### src/rtl/nios_system_sysid_checker_timeout.sv
// Avalon-MM read stall tracker, reusable by any checker that issues reads.
// Ports:
//   clock, reset     : clock and asynchronous active-high reset
//   clear            : zero the stall counter (new read about to start)
//   read, waitrequest: current bus handshake signals
//   complete         : read finishes this cycle (read=1, waitrequest=0)
//   expired          : read has already stalled TIMEOUT_CYCLES cycles and is
//                      still stalled, so the master must abandon it now
module avalon_read_timeout #(
  parameter int unsigned TIMEOUT_CYCLES = 1024
) (
  input  logic clock,
  input  logic reset,
  input  logic clear,
  input  logic read,
  input  logic waitrequest,
  output logic complete,
  output logic expired
);

  localparam logic [15:0] LIMIT = 16'(TIMEOUT_CYCLES);

  logic [15:0] count_q;
  logic [15:0] count_d;
  logic        stalled;

  assign stalled  = read & waitrequest;
  assign complete = read & ~waitrequest;
  assign expired  = stalled & (count_q == LIMIT);

  // Next stall count: cleared on request, saturates at the limit so it can never wrap
  always_comb begin
    count_d = count_q;
    if (clear) begin
      count_d = 16'd0;
    end else if (stalled && (count_q != LIMIT)) begin
      count_d = count_q + 16'd1;
    end else begin
      count_d = count_q;
    end
  end

  // Stall counter register
  always_ff @(posedge clock or posedge reset) begin
    if (reset) begin
      count_q <= 16'd0;
    end else begin
      count_q <= count_d;
    end
  end

endmodule

### config.mk
export PLATFORM = sky130hd
export DESIGN_NAME = avalon_read_timeout
export DESIGN_NICKNAME = d
export VERILOG_FILES = /design/src/rtl/nios_system_sysid_checker_timeout.sv
export SDC_FILE = /design/constraint.sdc
export NUM_CORES = 1
export LEC_CHECK = 0
export CAP_MARGIN = 20
export CORE_UTILIZATION = 60
export DETAILED_ROUTE_END_ITERATION = 8
export GPL_TIMING_DRIVEN = 0
export PLACE_DENSITY = 0.84
export SETUP_SLACK_MARGIN = 0.1
export SYNTH_ARGS = -nofsm -noshare
export SYNTH_HDL_FRONTEND = slang
export SYNTH_SLANG_ARGS = --single-unit
export TNS_END_PERCENT = 30
### constraint.sdc
create_clock -name clock -period 3.6 [get_ports clock]
set_clock_uncertainty 0.1 [all_clocks]
set_input_delay 0.72 -clock clock [delete_from_list [all_inputs] [get_ports clock]]
set_output_delay 0.72 -clock clock [all_outputs]
set_load 0.02 [all_outputs]
; Word-level counts from Yosys, hierarchy flattened
; Cells that the tools add are included.
[totals]
register_bits = 16
input_bits = 5
out_inout_bits = 2
wordCells = 12
[classes]
addsub = 1
n_eq_ne = 2
muxes = 2
n_bitwise = 4
reduce_logical = 2
[ops]
columns = cell, count
row1 = 16-bit two-way mux, 2
row2 = "16-bit by 1-bit adder with 16-bit output, second input constant", 1
row3 = "16-bit by 11-bit == test with 1-bit output, second input constant", 1
row4 = "16-bit by 11-bit != test with 1-bit output, second input constant", 1
row5 = 1-bit bitwise AND, 3
row6 = 2-bit nonzero test, 1
row7 = 1-bit logical AND, 1
row8 = 1-bit inverter, 1

; Longest topological paths before layout
[depth]
word_depth = 4
mapped_depth = 6
mapped_depth_nobuf = 6

; Least setup slack after synthesis
; No wires, ideal clock.
[synth_path]
path_type = in2out
startpoint = in waitrequest
endpoint = out expired
arrival_time_ps = 1271
required_ps = 2780
slack_ps = 1509
path_stages = 3
n_path_buf = 1
path_cell_list = and2_1 clkbuf_1 and2_1
[synth_between]
elab_chain_cells = 2
[synth_rtl]
columns = item, line
row1 = "start, declared", 16  ; input logic waitrequest,
row2 = 1-bit bitwise AND, 27  ; assign stalled = read & waitrequest;
row3 = 1-bit bitwise AND, 29  ; assign expired = stalled & (count_q == LIMIT);
row4 = "end, declared", 18  ; output logic expired
; No other way between the ends.

; Worst setup path after layout
; Same ends and word-level chain as after synthesis.

==> summary.txt <==
Critical path
  • Largest delay contributor family on the critical path: buffers and inverters
  • R2R cell count: 6
  • Maximum fanout along the worst path: 7
  • Worst Path Required: 2.78 ns
  • CP max stage delay: 0.60 ns
  • CP Class: in -> out
  • Crit path DAT: around 2.5 ns
  • Instance count on the critical path: 5
  • CP Buf/Inv Count: 3
  • CP endpoint kind: output port
  • Startpoint types: input pin
  • Slowest-stage cell, CP: clkdlybuf4s50_1
  • Worst path cell trace: clkdlybuf4s50_1 > and2_1 > clkbuf_1 > and2_1 > clkdlybuf4s50_1

Power
  • Clock share of power: between 30% and 40%
  • VDD IR max: 0.0003107 V
  • Comb power frac: 7.0%
  • Switching part of the total: a little under a quarter
  • Total Power: 0.0003254 W
  • Leakage: 0.4681 nW
  • Net Sw Power: 0.00007364 W
  • Internal: roughly 0.00025 W
  • PwrDens: between 300 and 400 nW/um^2
  • Flop pwr share: a little under three fifths

Global routing
  • Vias in the first global route: 642
  • Total gr overflow: 0
  • Global-route wire length before repair: 2780 um
  • Initial antenna violation count: 0
  • Pin count of the biggest net entering global routing: 17
  • GRT Total Usage: about a quarter

Floorplanning
  • Core Box Area: 1366 um^2
  • Top Ports: 7
  • Die Y: 41.39 um
  • Initial Util: 68.13%
  • Die area: about 1700 um^2
  • Die W: 41.39 um
  • Site Rows: 13

Yosys
  • Synthesized net count: 102
  • Seq cells post-synth: 16
  • Fraction of registers with async set or reset after synthesis: 100.0%
  • Top cells by area, synth: dfrtp_1, xor2_1, nor2_1, and4_4, mux2_4
  • Syn_area_per_cell: just under 10 um^2
  • YS warnings: 0
  • Sequential fraction of the synthesis area: 43.01%
  • XOR/XNOR share of the synthesized area: 7.527%
  • Area leader, netlist: dfrtp_1
  • Largest family of logic cells by synthesized area: simple AND/OR/NAND/NOR gates
  • Adder-cell share of the synthesized area: under 10%
  • Synth Cell Area: around 930 um^2
  • Share of Yosys cell area claimed by the top area cell type: about 43%
  • Simple-gate share of the synthesized area: between 30% and 40%
  • Post-synth top flop: dfrtp_1
  • Compound-cell area share of the yosys netlist: 4.839%
  • Number of synthesized flops with an enable pin: 0
  • Multiplexer share of the synthesized area: 3.226%
  • Syn Inst Count: 95
  • Distinct cell type count after synthesis: 27

Timing
  • Achievable Freq: between 0.3 and 0.4 GHz
  • Final min period: 3.265 ns
  • Worst slew margin: 59.83%
  • Setup TNS: 0 ns
  • Final setup vio count: 0
  • Final WS setup: 0.3347 ns
  • Final Cycle Share: 90.70%
  • RSZ-0062 raised after global routing: false
  • Hold slack final: 0.4829 ns
  • Final Hold Fails: 0
  • Worst slew pin tran: ~0.6 ns
  • Slew Limit Fails: 0

Layout
  • Largest Register: count_q
  • Commonest non-fill, non-tap cell in the layout: dfrtp_1
  • Most frequent cells in the layout: dfrtp_1, nor2_1, xor2_1, clkdlybuf4s50_1
  • Layout Cells excl Fill: 120
  • # diodes: 0
  • Top Registers: count_q x16
  • Footprint of the multi-input gates: 508.0 um^2
  • Max reg flops: 16
  • Fin nets: around 110
  • Area growth, synth to finish: 12.37%
  • Seq. cell area: 400.4 um^2
  • Filler Cell Count: 110
  • Share of cells above drive strength 1: 13.33%

Place
  • Gp weighted congestion: slightly above 0.8
  • IO Port Bufs: 6
  • Cell count after placement: 116
  • Pre-CTS setup slack: around 0.33 ns
  • Hpwl dp: around 1300 um

CTS
  • Clk buf depth: 2
  • CTS H-tree lvls: 1
  • CTS buffer count: 3
  • Buffers inserted by post-CTS timing repair: 0
  • Clk root buf: clkbuf_4
  • Clock transition at the registers of the reported paths: ~0.09 ns
  • Clk Latency, worst-skew pair: 0.29 ns
  • CTS-repair resized insts: 0
  • CTS sink cnt: 16
  • CTS tree: built
  • Hold Buf Count CTS: 0

Run
  • MaxCap Viol Count: 0

Outcome
  • Status: finished, final reports clean

Route
  • DR WL/cell: 15.16 um
  • Post-DR vias/cell: 6.017
  • Routed wire length: roughly 1800 um
  • Drt initial violations: 24
  • Via count: approximately 720
  • 1st-pass router iterations: 4
  • Routed Antenna Nets: 0
  • Drt drc: 0

Hold path
  • Min-delay worst type: reg -> reg
  • Cell depth of the worst hold path: 2
[logic make-up (layout without fill, tap and decap cells)]
family | after synthesis | after routing
muxes | 2 | 2
xor gates and xnor gates | 8 | 8
buffers and inverters | 6 | 16
DFF | 16 | 16
AOI/OAI and AO/OA | 9 | 9
adders and majority gates | 2 | 2
and+or+nand+nor | 52 | 52
[layout make-up]
cell class,count,area share [%]
plain buffers,3,1.077
clock buffers,4,3.469
inverters,3,1.077
multi-input cells,73,48.56
flip-flops and latches,16,38.28
well taps,15,1.794
repair buffers,6,5.742
[path summary, 6_finish.rpt]
path	from	end	slack, ns
worst max-delay path	waitrequest	expired	0.33
worst min-delay path	count_q[9]	count_q[9]	0.48
worst max register to register	count_q[0]	count_q[2]	1.86
worst min register to register	count_q[9]	count_q[9]	0.48
max in group asynchronous	reset	count_q[14]	2.33
min in group asynchronous	reset	count_q[2]	0.68
[power groups by stage]
stage                      logic, W  clock network [W]  registers, W
after floorplan           0.0000128                  0      0.000185
after detailed placement  0.0000233                  0      0.000186
final                     0.0000229           0.000120      0.000182
after CTS                 0.0000233           0.000125      0.000182
after global routing      0.0000267           0.000128      0.000182
after global placement    0.0000225                  0      0.000186
[metal layers]
metal  track usage [%]  wire [um]  vias up
met3             4.787         57        5
met1             33.78        861      344
met4             14.52         38        0
met2             40.23        861       12
li1                  -          -      361
met5                 0          0        -
[per-stage QoR]
step	instance area (um^2)	util, %
2_1_floorplan	930.9	-
3_3_place_gp	1010	73.90
3_5_place_dp	1010	73.90
4_1_cts	1046	76.56
5_1_grt	1046	76.56
6_report	1046	76.56
[synth_stat cells, drive strengths merged (3+ instances only)]
cell type  count
or3            4
o21ai          5
inv            3
a21oi          4
xor2           7
nand3          5
nor2          10
nor2b          3
clkbuf         3
nand2          5
dfrtp         16
nand3b         3
nand4          5
and2           4
and4           6
[worst min-delay path, stage by stage (launching register included)]
cell	delay, ns
dfrtp_1	0.41
nand3b_1	0.09
nand2_1	0.06
(Power assumes the default switching activity.)
